===== src/rtl/intersection_phase_scheduler_pkg.sv =====
// Shared types and constants for the intersection phase scheduler.
package intersection_pkg;

   localparam int unsigned DUR_W = 7;
   localparam int unsigned CNT_W = 5;

   typedef enum logic [1:0] {
      GREEN_A = 2'd0,
      RED_AB  = 2'd1,
      GREEN_B = 2'd2,
      RED_BA  = 2'd3
   } phase_t;

   // Green-duration bounds, normal and rush-hour.
   localparam logic [DUR_W-1:0] A_MIN_N = DUR_W'(40);
   localparam logic [DUR_W-1:0] A_MAX_N = DUR_W'(70);
   localparam logic [DUR_W-1:0] B_MIN_N = DUR_W'(50);
   localparam logic [DUR_W-1:0] B_MAX_N = DUR_W'(80);
   localparam logic [DUR_W-1:0] A_MIN_R = DUR_W'(30);
   localparam logic [DUR_W-1:0] A_MAX_R = DUR_W'(60);
   localparam logic [DUR_W-1:0] B_MIN_R = DUR_W'(40);
   localparam logic [DUR_W-1:0] B_MAX_R = DUR_W'(70);

   localparam logic [DUR_W-1:0] A_INIT = DUR_W'(40);
   localparam logic [DUR_W-1:0] B_INIT = DUR_W'(50);

endpackage


===== src/rtl/intersection_phase_scheduler_green_time_calc.sv =====
// Next green duration from the stored duration and the road's queue count.
module green_time_calc
   import intersection_pkg::*;
#(
   parameter int unsigned STEP   = 5,
   parameter int unsigned LOW_Q  = 10,
   parameter int unsigned HIGH_Q = 19
) (
   input  logic [DUR_W-1:0] dur,
   input  logic [CNT_W-1:0] count,
   input  logic [DUR_W-1:0] min,
   input  logic [DUR_W-1:0] max,
   output logic [DUR_W-1:0] next_dur
);

   logic [DUR_W-1:0] adj;

   // Short queue lengthens the green, long queue shortens it, then clamp.
   always_comb begin
      adj = dur;
      if (32'(count) <= LOW_Q) begin
         adj = dur + DUR_W'(STEP);
      end else if (32'(count) <= HIGH_Q) begin
         adj = dur;
      end else begin
         adj = dur - DUR_W'(STEP);
      end

      next_dur = adj;
      if (adj < min) begin
         next_dur = min;
      end else if (adj > max) begin
         next_dur = max;
      end
   end

endmodule


===== src/rtl/intersection_phase_scheduler.sv =====
// Two-road green/red phase sequencer with queue-adaptive green durations.
module intersection_phase_scheduler
   import intersection_pkg::*;
#(
   parameter int unsigned STEP   = 5,
   parameter int unsigned LOW_Q  = 10,
   parameter int unsigned HIGH_Q = 19
) (
   input  logic       clk,
   input  logic       rst,
   input  logic       tick,
   input  logic       freeze,
   input  logic       rush_hour,
   input  logic [4:0] num_cars_a,
   input  logic [4:0] num_cars_b,
   output logic       green_for_a,
   output logic       green_for_b,
   output logic [6:0] remaining_time,
   output logic [1:0] phase,
   output logic       phase_start
);

   phase_t           state, state_d;
   logic [DUR_W-1:0] dur_a, dur_b, dur_a_d, dur_b_d, rem_d;
   logic             green_a_d, green_b_d, phase_start_d;
   logic             adv;

   logic             sel_b;
   logic [DUR_W-1:0] calc_dur, calc_min, calc_max, calc_next;
   logic [CNT_W-1:0] calc_count;

   assign adv   = tick & ~freeze;
   assign phase = state;

   // RED_AB computes RoadB's next green; RED_BA (and any other state) RoadA's.
   assign sel_b      = (state == RED_AB);
   assign calc_dur   = sel_b ? dur_b : dur_a;
   assign calc_count = sel_b ? num_cars_b : num_cars_a;
   assign calc_min   = sel_b ? (rush_hour ? B_MIN_R : B_MIN_N)
                             : (rush_hour ? A_MIN_R : A_MIN_N);
   assign calc_max   = sel_b ? (rush_hour ? B_MAX_R : B_MAX_N)
                             : (rush_hour ? A_MAX_R : A_MAX_N);

   green_time_calc #(
      .STEP   (STEP),
      .LOW_Q  (LOW_Q),
      .HIGH_Q (HIGH_Q)
   ) u_calc (
      .dur      (calc_dur),
      .count    (calc_count),
      .min      (calc_min),
      .max      (calc_max),
      .next_dur (calc_next)
   );

   always_ff @(posedge clk) begin
      if (rst) begin
         state          <= GREEN_A;
         dur_a          <= A_INIT;
         dur_b          <= B_INIT;
         remaining_time <= A_INIT;
         green_for_a    <= 1'b1;
         green_for_b    <= 1'b0;
         phase_start    <= 1'b0;
      end else begin
         state          <= state_d;
         dur_a          <= dur_a_d;
         dur_b          <= dur_b_d;
         remaining_time <= rem_d;
         green_for_a    <= green_a_d;
         green_for_b    <= green_b_d;
         phase_start    <= phase_start_d;
      end
   end

   always_comb begin
      state_d = state;
      if (adv) begin
         case (state)
            GREEN_A: if (remaining_time <= DUR_W'(1)) state_d = RED_AB;
            RED_AB:  state_d = GREEN_B;
            GREEN_B: if (remaining_time <= DUR_W'(1)) state_d = RED_BA;
            RED_BA:  state_d = GREEN_A;
         endcase
      end
   end

   // Everything holds without adv, except phase_start which is a one-cycle pulse.
   always_comb begin
      dur_a_d       = dur_a;
      dur_b_d       = dur_b;
      rem_d         = remaining_time;
      green_a_d     = green_for_a;
      green_b_d     = green_for_b;
      phase_start_d = 1'b0;
      if (adv) begin
         case (state)
            GREEN_A, GREEN_B: begin
               if (remaining_time > DUR_W'(1)) begin
                  rem_d = remaining_time - DUR_W'(1);
               end else begin
                  rem_d     = '0;
                  green_a_d = 1'b0;
                  green_b_d = 1'b0;
               end
            end
            RED_AB: begin
               dur_b_d       = calc_next;
               rem_d         = calc_next;
               green_b_d     = 1'b1;
               phase_start_d = 1'b1;
            end
            RED_BA: begin
               dur_a_d       = calc_next;
               rem_d         = calc_next;
               green_a_d     = 1'b1;
               phase_start_d = 1'b1;
            end
         endcase
      end
   end

endmodule

===== config.mk =====
export PLATFORM = sky130hd
export DESIGN_NAME = intersection_phase_scheduler
export DESIGN_NICKNAME = d
export VERILOG_FILES = /design/src/rtl/intersection_phase_scheduler_pkg.sv /design/src/rtl/intersection_phase_scheduler_green_time_calc.sv /design/src/rtl/intersection_phase_scheduler.sv
export SDC_FILE = /design/constraint.sdc
export NUM_CORES = 1
export LEC_CHECK = 0
export ABC_AREA = 1
export BUFFER_PORTS_ARGS = -buffer_cell sky130_fd_sc_hd__buf_4
export CORE_AREA = 2 2 73 75
export DETAILED_ROUTE_END_ITERATION = 10
export DIE_AREA = 0 0 75 77
export GPL_ROUTABILITY_DRIVEN = 0
export GPL_TIMING_DRIVEN = 0
export PLACE_DENSITY = 0.7
export SLEW_MARGIN = 30
export SYNTH_ARGS = -nofsm -noshare
export SYNTH_HDL_FRONTEND = slang
export SYNTH_SLANG_ARGS = --single-unit

===== constraint.sdc =====
create_clock -name clk -period 7.47 [get_ports clk]
set_input_delay 0.3735 -clock clk [delete_from_list [all_inputs] [get_ports clk]]
set_output_delay 0.3735 -clock clk [all_outputs]
set_load 0.03 [all_outputs]

* Word-level counts from Yosys, hierarchy flattened
Cells that the tools add are included.
** Storage, ports and cells
- Output and inout bits :: 12
- Bits in registers :: 26
- Bits of input ports :: 15
- Word-level logic and storage cells :: 57
** Cells by class
- Muxes and demuxes :: 21
- $lt $le $gt $ge :: 6
- $add $sub $neg :: 3
- Equality and inequality tests :: 6
- Bitwise gates (word level) :: 3
- Reduce and logical (&&, ||, !) cells :: 11
** Operator list (number)
- $mux W7 :: 8
- $mux W5 :: 3
- $pmux W7 S2 :: 1
- $mux W6 :: 2
- $reduce_and A3 Y1 :: 3
- $pmux W2 S4 :: 1
- $add A7 B3 Y7 const B :: 1
- $gt A7 B1 Y1 const B :: 1
- $gt A7 B7 Y1 :: 1
- $le A7 B1 Y1 const B :: 1
- $lt A7 B6 Y1 :: 1
- $sub A7 B1 Y7 const B :: 1
- $sub A7 B3 Y7 const B :: 1
- $ne A2 B2 Y1 const B :: 3
- $reduce_or A2 Y1 :: 3
- $le A5 B4 Y1 const B :: 1
- $le A5 B5 Y1 const B :: 1
- $eq A2 B2 Y1 const B :: 2
- $mux W2 :: 2
- $pmux W1 S2 :: 2
- $reduce_and A2 Y1 :: 2
- $reduce_bool A2 Y1 :: 2
- $eq A2 B1 Y1 const B :: 1
- $logic_not A2 Y1 :: 1
- other kinds (3) :: 5

* Depth between registers and ports, before layout
Gate-level depths: netlist of the first run.
- Depth after elaboration :: 9
- Depth in mapped cells :: 31
- Depth with buffers taken out :: 30

* Cells and area by module
From an unflattened synthesis of the first run, not the netlist that was laid out.
** Second synthesis, totals
- Cell total of the unflattened synthesis :: 385
- Area total of the unflattened synthesis :: 2433.6 sq um
** By module, submodules not included
- intersection_phase_scheduler :: instances 1, area an instance 1519.0 sq um, cells each 215, sequential area each 520.5 sq um
- green_time_calc :: instances 1, area an instance 914.6 sq um, cells each 170, sequential area each 0.0 sq um

* Worst setup path before layout of the first run
OpenSTA, ideal clock, no wires.
- Path kind :: register to register
- Start point :: register state[1] (netlist: phase[1])
- End point :: register dur_b[3]
- Cell stages (with the launch flop) :: 29
- Setup time :: 0.113 ns
- Period minus slack after synthesis :: 3.699 ns
- Required time :: 7.357 ns
- Slack :: 3.771 ns
- Path buffers :: 2
- Arrival :: 3.586 ns
- Cell sequence :: dfxtp_1 -> inv_1 -> ha_1 -> buf_6 -> buf_8 -> nand2_1 -> nand2_2 -> ha_1 -> inv_1 -> nand3_1 -> nand2_1 -> nor2_1 -> nand3_1 -> nand3_1 -> nand2_1 -> inv_1 -> ha_1 -> nand2_1 -> nor2_1 -> nand2_1 -> o221ai_1 -> nand2_2 -> nand2_1 -> nand2_1 -> inv_1 -> nand2_1 -> and2_1 -> o21ai_1 -> inv_1
** Between the ends
- Word-level cells in the longest chain between the ends :: 8
- Elaborated cells on any way between the ends :: 16
- Classes of those cells :: 2 x add/sub; 4 x order compare; 1 x eq/ne; 8 x mux; 1 x reduce/logical
** Ends and longest elaborated chain
- start: declaration :: line intersection_phase_scheduler.sv:23 : phase_t state, state_d;
- start signal: assignment :: line intersection_phase_scheduler.sv:66 : state <= state_d;
- $eq A2 B1 Y1 (*) :: line intersection_phase_scheduler.sv:36 : assign sel_b = (state == RED_AB);
- net sel_b :: line intersection_phase_scheduler.sv:28 : logic sel_b;
- $mux W7 or $mux W5 (tied branches) :: line intersection_phase_scheduler.sv:37, intersection_phase_scheduler.sv:38
- $sub A7 B3 Y7 or $le A5 B5 Y1 (tied branches) :: line intersection_phase_scheduler_green_time_calc.sv:26, intersection_phase_scheduler_green_time_calc.sv:23
- $mux W7 :: line intersection_phase_scheduler_green_time_calc.sv:23 : end else if (32'(count) <= HIGH_Q) begin
- $mux W7 :: line intersection_phase_scheduler_green_time_calc.sv:21 : if (32'(count) <= LOW_Q) begin
- $gt A7 B7 Y1 :: line intersection_phase_scheduler_green_time_calc.sv:32 : end else if (adj > max) begin
- $mux W7 :: line intersection_phase_scheduler_green_time_calc.sv:32
- $mux W7 :: line intersection_phase_scheduler_green_time_calc.sv:30 : if (adj < min) begin
- end signal: assignment :: line intersection_phase_scheduler.sv:68 : dur_b <= dur_b_d;
- end: declaration :: line intersection_phase_scheduler.sv:24 : logic [DUR_W-1:0] dur_a, dur_b, dur_a_d, dur_b_d, rem_d;
Mark *: on every way through the listed nets, which the timed path passes. The rest lies on a longest branch.
A chain may end at the register's enable or synchronous reset.

* Worst setup path after layout of the first run
Ends and elaborated chain as after synthesis.

==> impl_metrics.csv, run 1 <==
group,metric,value,unit
floorplan,die_width,75,microns
yosys,avgSynthCellArea,6.28,sq um
finish,finalInstanceArea,2490,sq um
floorplan,ios,27,
route,drtIter0Drc,140,
route,firstDrtPassIters,5,
critical_path,worstPathMaxFanout,10,
power,p_leak,1.25,nW
yosys,synth_common_cells,"nand2_1 (97), inv_1 (51), a21oi_1 (33)",
finish,fin_cells,443,
critical_path,r2r_cells,28,
sta,whs,0.434,ns
yosys,synth_adder_area_share,11.6,%
sta,fin_crit,4.08,ns
yosys,ys_seq_area_share,24.1,%
run,maxCapViolations,0,
yosys,synthXorXnorAreaFrac,1.22,%
placed_design,portBuffers,25,
yosys,synth_top_area_cell,"dfxtp_1",
sta,setup_viol,0,
critical_path,path_common_cell,"nand2_1",
global_route,grt.met3_usage,1.58,%
clocking,cts-htree-levels,1,
yosys,synth_top_cell_area_share,24.1,%
critical_path,critPathMaxStageDelay,0.41,ns
worst_hold_path,worstHoldPathType,"in -> reg",
yosys,ys_types,32,
clocking,clk_path_buf_depth,2,
clocking,cts_resized,0,
route,drcViolationCount,0,
route,wl,5100,microns
finish,diodes,0,
global_route,grt_use_met2,30.5,%
global_route,first_global_vias,2041,
global_route,grt_overflow,0,
placed_design,dp_hpwl,4000,microns
finish,final_core_util,50.1,%
yosys,syn_nets,379,
power,vdd_drop_max,0.0952,mV
finish,fill_cells,515,
global_route,grt_start_max_net_pins,15,
floorplan,core_region_area,4980,sq um
finish,nNetsFinal,409,
clocking,cts_tree,"done",
floorplan,start_util,43.4,%
critical_path,crit_family,"simple AND/OR/NAND/NOR gates",
floorplan,die_area,5780,sq um
clocking,clockRootBuffer,"clkbuf_8",
sta,rsz0062_at_grt,"no",
critical_path,path_depth,28,
sta,tightest_slew,0.519,ns
yosys,synth_top_family_by_area,"simple AND/OR/NAND/NOR gates",
route,viasPerCell,5.07,
critical_path,cp_slowest_cell,"dfxtp_1",
route,vias,2246,
clocking,clk_pin_slew,0.09,ns
yosys,synth.area.mux_share,0,%
status,status,"finished clean",
sta,fin_crit_sh,54.7,%
critical_path,critPathKind,"reg -> reg",
clocking,cts_setup_buffers,0,
global_route,top_usage_layer,"met2",
floorplan,rows,26,
sta,relSlewSlack,65.4,%
route,wire_per_inst,11.5,microns
yosys,synth-async-reset-ratio,0,%
clocking,cts_made_buffers,3,
yosys,synthSimpleGateAreaFrac,32.0,%
finish,drive_gt1_share,13.1,%
placed_design,placed_cell_area,2440,sq um
finish,multi_input_area,1400,sq um
critical_path,crit_buf_inv,7,
placed_design,pre_cts_ws,3.47,ns
yosys,ys.flop_type,"dfxtp_1",
global_route,antenna_found_initial,0,
global_route,gr-usage-met1,25.9,%
sta,fin_ws,3.39,ns
yosys,netlist_instances,344,
sta,slew_violations,0,
clocking,clkSinkCount,26,
sta,finClkSkew,0.00154,ns
yosys,netlist_area,2160,sq um
yosys,synth-compound-area-share,19.7,%
critical_path,arrival,4.26,ns
power,p_total,327,uW
finish,area_growth,15.3,%
yosys,yosysWarnings,0,
finish,seqCellArea,520,sq um
yosys,synth-edff-count,0,
worst_hold_path,holdPathStages,4,
power,powerDensity,131,nW/um^2
critical_path,start_kind,"register",
floorplan,die_h,77,microns
yosys,synth-seq-cells,26,
sta,max_freq,0.245,GHz
placed_design,dp_cells,439,
global_route,grt_pass1_wl,8940,microns
route,detail-route-antenna-nets,0,
global_route,track_usage,19.2,%
yosys,synth_area_leaders,"dfxtp_1 (24%), nand2_1 (17%), ha_1 (12%)",
critical_path,cp.required,7.65,ns
sta,hold_viol,0,
clocking,ctsHoldBuffers,0,
sta,final.setup.tns,0,ns
clocking,clk_latency,0.27,ns
critical_path,crit_path_end_kind,"register",
yosys,post-synth-top-count-cell,"nand2_1",
-- cells in the final DEF, fill, tap and decap left out, types with 2 or more instances in the layout --
cell,netlist,layout
a21oi_1,33,33
buf_4,0,25
clkbuf_1,3,3
clkbuf_8,0,4
dfxtp_1,26,26
ha_1,20,20
inv_1,51,51
nand2_1,97,97
nand2_2,8,8
nand3_1,29,29
nand4_1,3,3
nor2_1,16,16
nor3_1,2,2
o211ai_1,2,2
o21ai_0,17,17
o21ai_1,10,10
o21ai_2,3,3
o21bai_1,4,4
or2_2,3,3
xor2_1,3,3
-- sequential cells by signal, summed over array words and instances (netlist names) --
| register | cells |
|---|---|
| phase_start | 1 |
| dur_a | 7 |
| phase | 2 |
| green_for_a | 1 |
| green_for_b | 1 |
| remaining_time | 7 |
| dur_b | 7 |
-- kinds of logic (layout without fill, tap and decap cells) --
| logic type | after synthesis | in the layout |
|---|---|---|
| flops | 26 | 26 |
| compound gates | 75 | 75 |
| simple gates | 161 | 161 |
| xor+xnor | 3 | 3 |
| buf+inv | 59 | 88 |
| fa+ha+maj | 20 | 20 |
-- worst paths after layout --
path | start | endpoint | slack (ns)
worst min-delay path | freeze | remaining_time[3] | 0.43
worst min register to register | green_for_b | green_for_b | 0.45
worst max register to register | phase[1] | dur_b[3] | 3.39
worst max-delay path | phase[1] | dur_b[3] | 3.39
-- per-layer routing --
layer / share of wire [%] / routed length [microns] / vias up
li1: - / - / 1177
met1: 47 / 2400 / 997
met2: 47 / 2390 / 64
met3: 4.2 / 213 / 8
met4: 1.9 / 97 / 0
met5: 0 / 0 / -
-- tightest hold or removal path: cells and delay by family --
| family | cells | cell delay (ns) |
|---|---|---|
| simple gates | 3 | 0.22 |
| buf+inv | 1 | 0.07 |
-- area by class of cell --
cell class	count	area share (%)
well taps	70	3.52
flip-flops and latches	26	20.9
clock buffers	4	2.21
plain buffers	5	1.51
inverters	54	8.34
repair buffers	25	7.53
multi-input cells	259	56.0
-- where the power goes --
part / internal, mW / total, mW / switching [mW]
logic: 0.0326 / 0.0893 / 0.0567
registers: 0.142 / 0.145 / 0.00370
clock network: 0.0472 / 0.0924 / 0.0453
No activity file was read; power rests on OpenSTA's default activity.
==> run 2, diff against run 1 <==
Settings changed: PLACE_DENSITY 0.7 to 0.72.
Clock period 7.47 ns to 3.7 ns, I/O delays scaled along.
==> run 2 against run 1 <==
  * Total power increased by 130%
  * Count of clock-buffer cells in the layout shrank 1
  * Combinational power up 130%
  * Utilization grew 5.4 points
  * Sequential share of layout area down 1.9 points
  * Critical path type unchanged
==> impl_metrics.csv, run 2 (synthesis gave the netlist of run 1 again) <==
group,metric,value,unit
route,firstDrtPassIters,5,
status,status,"finished clean",
route,drcViolationCount,0,
power,combPwrFrac,27.6,%
route,wire_per_inst,12.5,microns
finish,fill_cells,502,
finish,area_growth,27.8,%
power,p_leak,1.36,nW
clocking,cts-htree-levels,1,
floorplan,rows,26,
critical_path,arrival,3.72,ns
global_route,antenna_found_initial,0,
sta,fin_crit,3.54,ns
critical_path,critPathMaxStageDelay,0.37,ns
sta,slew_violations,0,
power,switching_power,229,uW
sta,hold_viol,0,
floorplan,die_width,75,microns
placed_design,pre_cts_ws,-0.301,ns
critical_path,path_common_cell,"nand2_1",
critical_path,reg2reg_slack,0.16,ns
power,internal_power,509,uW
power,p_total,738,uW
power,pwr-share-clk,32.7,%
critical_path,cp_slowest_cell,"dfxtp_4",
global_route,grt_overflow,0,
placed_design,dp_cells,439,
floorplan,ios,27,
clocking,clk_latency,0.28,ns
finish,multi_input_area,1520,sq um
clocking,clockRootBuffer,"clkbuf_8",
floorplan,die_area,5780,sq um
route,viasPerCell,5.09,
critical_path,start_kind,"register",
global_route,grt_start_max_net_pins,16,
route,detail-route-antenna-nets,0,
sta,tightest_slew,0.530,ns
floorplan,core_region_area,4980,sq um
clocking,clk_path_buf_depth,2,
sta,fin_ws,0.158,ns
finish,nNetsFinal,421,
placed_design,dp_hpwl,3930,microns
floorplan,die_h,77,microns
critical_path,cp.required,3.88,ns
finish,diodes,0,
global_route,first_global_vias,2039,
placed_design,portBuffers,25,
power,powerDensity,267,nW/um^2
global_route,track_usage,19.3,%
route,wl,5670,microns
finish,final_common_cell,"nand2_1",
power,vdd_drop_max,0.295,mV
clocking,cts_made_buffers,3,
critical_path,crit_path_end_kind,"register",
sta,whs,0.250,ns
clocking,clkSinkCount,26,
sta,fin_crit_sh,95.7,%
finish,fin_cells,455,
clocking,clk_pin_slew,0.10,ns
power,swShare,31.0,%
clocking,cts_tree,"done",
finish,top_regs,"dur_a: 7 flops, dur_b: 7 flops, remaining_time: 7 flops",
clocking,ctsHoldBuffers,0,
finish,seqCellArea,526,sq um
power,power_frac_seq,39.7,%
route,drtIter0Drc,122,
finish,final_core_util,55.5,%
critical_path,worstPathMaxFanout,10,
run,maxCapViolations,0,
worst_hold_path,worstHoldPathType,"in -> reg",
sta,finClkSkew,0.00416,ns
finish,drive_gt1_share,21.6,%
sta,relSlewSlack,64.7,%
sta,setup_viol,0,
route,vias,2314,
floorplan,start_util,43.4,%
sta,max_freq,0.282,GHz
critical_path,critPathKind,"reg -> reg",
finish,layout_common_cells,"nand2_1 (92), inv_1 (49), buf_4 (36)",
global_route,grt_pass1_wl,8980,microns
==> run 2: cell count changes in the layout (fill, tap and decap cells not counted), sizes merged <==
| cell | before | now |
|---|---|---|
| buf | 27 | 38 |
| bufinv | 0 | 1 |
==> run 2: metal layers <==
metal	track usage [%]	up-vias	wire, microns
met2	31.7	49	2860
met4	6.43	0	65
li1	-	1207	-
met5	0	-	0
met1	26.5	1051	2580
met3	1.31	7	168
==> run 2: metrics by stage <==
stage	area [sq um]	TNS (ns)
after detailed placement	2440	-3.39
final	2760	0
after floorplan	2160	0
after CTS	2580	0
after global placement	2440	-3.26
after global routing	2760	-0.400
==> run 2: worst max-delay path: cells and delay by family (launching register included) <==
family | cells | cell delay (ns)
compound gates | 2 | 0.35
flops | 1 | 0.37
buf+inv | 8 | 0.66
simple gates | 16 | 1.40
fa+ha+maj | 3 | 0.64
==> run 2: area by class of cell <==
type                       instances  area share [%]
sequential                        26            19.0
multi-input combinational        259            55.1
tap                               70            3.17
timing repair buffer              37            10.7
clock buffer                       3            1.50
clock inverter                     1            1.09
inverter                          54            7.52
buffer                             5            1.86
==> run 2: path summary, 6_finish.rpt <==
path,from,endpoint,cells after the start
hold reg to reg,green_for_b,green_for_b,2
hold / removal,freeze,remaining_time[3],4
setup reg to reg,phase[1],dur_b[3],29
setup / recovery,phase[1],dur_b[3],29
==> run 2: timing repair <==
item	CTS	global route
setup buffers	3	8
gates cloned	0	1
resized for setup	12	23
pin swaps	5	13
endpoints found under the setup margin	21	21
==> run 2: power by group through the flow <==
stage                     Combinational [mW]  Clock [mW]  Sequential, mW
final                                  0.203       0.242           0.293
after detailed placement               0.178           0           0.300
after global placement                 0.176           0           0.300
after floorplan                        0.117           0           0.310
after CTS                              0.183       0.243           0.293
after global routing                   0.228       0.253           0.294
==> run 3, diff against run 2 <==
Settings changed: ABC_AREA 1 to not set, CORE_AREA 2 2 73 75 to 2 2 75 77, DIE_AREA 0 0 75 77 to 0 0 77 79, PLACE_DENSITY 0.72 to 0.73, SKIP_CTS_REPAIR_TIMING set to 1.
==> run 3 against run 2 <==
  * The flow now finishes with violations (setup timing)
  * Register-to-register slack worse by 0.51 ns
  * Clock skew increased by 0.00056 ns
  * Critical path type unchanged
  * Sequential share of layout area is 2.9 points lower
  * Sequential power decreased by 1%
  * Die area up 5.3%
  * Global-route usage grew 0.51 points
  * Combinational power decreased by 6%
  * Synthesized cell count shrank 15%
  * Critical path depth shrank 12
  * Largest cell class unchanged
  * Routed wire length is 26% higher
  * Highest routed layer unchanged
==> impl_metrics.csv, run 3 <==
group,metric,value,unit
sta,fin_crit_sh,110,%
finish,fin_cells,421,
finish,final_common_cell,"buf_4",
sta,relSlewSlack,52.0,%
yosys,netlist_instances,291,
power,p_leak,1.19,nW
yosys,synth_top_cell_area_share,22.3,%
yosys,netlist_area,2330,sq um
finish,finalInstanceArea,3280,sq um
yosys,ys_types,58,
finish,drive_gt1_share,36.7,%
yosys,synth-async-reset-ratio,0,%
sta,finClkSkew,0.00472,ns
clocking,clk_latency,0.27,ns
placed_design,dp_hpwl,4640,microns
yosys,synth_top_area_cell,"dfxtp_1",
worst_hold_path,worstHoldPathType,"in -> reg",
global_route,grt_pass1_wl,9980,microns
sta,hold_viol,0,
route,drcViolationCount,0,
route,firstDrtPassIters,4,
floorplan,die_area,6080,sq um
global_route,grt_overflow,0,
critical_path,crit_path_end_kind,"register",
yosys,post-synth-top-count-cell,"nor2_1",
global_route,grt_start_max_net_pins,15,
floorplan,die_width,77,microns
sta,final.setup.tns,-4.45,ns
route,drtIter0Drc,188,
global_route,first_global_vias,2130,
clocking,cts_tree,"done",
power,powerDensity,202,nW/um^2
sta,rsz0062_at_grt,"yes",
yosys,synth_common_cells,"nor2_1 (36), dfxtp_1 (26), a21oi_1 (23)",
floorplan,ios,27,
sta,tightest_slew,0.716,ns
global_route,grt.met3_usage,2.95,%
critical_path,critPathKind,"reg -> reg",
yosys,syn_nets,326,
status,violations,"setup timing",
critical_path,cp.required,3.90,ns
clocking,clkSinkCount,26,
sta,fin_crit,4.05,ns
clocking,clockRootBuffer,"clkbuf_8",
global_route,grt_use_met2,35.9,%
placed_design,pre_cts_ws,-0.882,ns
floorplan,die_h,79,microns
yosys,synth_area_leaders,"dfxtp_1 (22%), ha_1 (11%), nor2_1 (5.8%)",
finish,fill_cells,467,
clocking,cts-htree-levels,1,
finish,layout_common_cells,"buf_4 (53), nor2_1 (33), dfxtp_1 (24)",
finish,top_regs,"dur_a: 7 flops, dur_b: 7 flops, remaining_time: 7 flops",
status,status,"complete, but fails checks",
critical_path,start_kind,"register",
clocking,clk_pin_slew,0.09,ns
run,maxCapViolations,0,
finish,area_growth,40.5,%
finish,nNetsFinal,385,
yosys,ys.flop_type,"dfxtp_1",
route,wl,7150,microns
placed_design,portBuffers,25,
sta,whs,0.369,ns
power,vdd_drop_max,0.235,mV
floorplan,core_region_area,5340,sq um
sta,slew_violations,0,
yosys,synth-seq-cells,26,
finish,final_core_util,61.4,%
power,p_total,663,uW
critical_path,worstPathMaxFanout,6,
yosys,ys_seq_area_share,22.3,%
floorplan,rows,27,
route,viasPerCell,5.95,
clocking,cts_made_buffers,3,
route,detail-route-antenna-nets,0,
sta,max_freq,0.247,GHz
global_route,antenna_found_initial,0,
route,wire_per_inst,17.0,microns
clocking,clk_path_buf_depth,2,
placed_design,dp_cells,388,
global_route,gr-usage-met1,25.2,%
yosys,yosysWarnings,0,
yosys,synth-edff-count,0,
sta,setup_viol,21,
critical_path,arrival,4.25,ns
yosys,avgSynthCellArea,8.01,sq um
placed_design,placed_cell_area,2670,sq um
sta,fin_ws,-0.354,ns
global_route,top_usage_layer,"met2",
route,vias,2504,
finish,diodes,0,
floorplan,start_util,43.7,%
global_route,track_usage,19.8,%
-- run 3: cell count changes in the layout (fill, tap and decap cells not counted), sizes merged, moves of 6 or more --
cell / change
clkbuf: +6
a21oi: -11
buf: +22
nand2b: +6
mux2: +7
o21ai: -11
inv: -39
a211oi: +12
nand2: -86
mux2i: +10
nand3: -24
nor2: +20
-- run 3: critical path, stage by stage (launching register included) --
cell	delay [ns]
dfxtp_4	0.38
inv_4	0.04
ha_4	0.18
buf_12	0.14
buf_12	0.13
mux2i_4	0.21
buf_4	0.16
o21a_1	0.20
a2111oi_1	0.64
a211oi_4	0.11
inv_2	0.12
ha_4	0.16
nor2_2	0.05
nor4_2	0.26
o311ai_2	0.24
a211oi_1	0.70
a21oi_4	0.08
a211oi_2	0.19
-- run 3: report_power, final --
group	switching (mW)	internal, mW
clock	0.0893	0.0951
sequential	0.00658	0.283
combinational	0.109	0.0807
-- run 3: path summary, 6_finish.rpt --
check / slack, ns / from / to / cells after the start
hold reg to reg: 0.49 / dur_b[0] / dur_b[0] / 2
setup reg to reg: -0.35 / phase[1] / dur_b[3] / 17
hold / removal: 0.37 / rst / green_for_a / 2
setup / recovery: -0.35 / phase[1] / dur_b[3] / 17
-- run 3: layout make-up --
cell class              count  area (sq um)  share of cell area [%]
plain buffers              14           101                    3.09
clock buffers               4          55.1                    1.68
inverters                  14          55.1                    1.68
multi-input cells         236          2030                    61.8
flip-flops and latches     26           528                    16.1
well taps                  72          90.1                    2.75
repair buffers             55           420                    12.8
-- run 3: cells by family after synthesis --
kind of cell	Yosys count	share of synthesized area (%)
XOR/XNOR	2	0.751
adder cells (fa/ha/maj)	20	10.7
AND/OR/NAND/NOR	96	19.6
buffers and inverters	29	6.49
flip-flops	26	22.3
AO/OA/AOI/OAI	101	30.9
multiplexers	17	9.23
-- run 3: routing by layer --
| metal | wire length, microns | vias up |
|---|---|---|
| met3 | 376 | 16 |
| met1 | 3010 | 1198 |
| met5 | 0 | - |
| met2 | 3630 | 84 |
| met4 | 131 | 0 |
| li1 | - | 1206 |
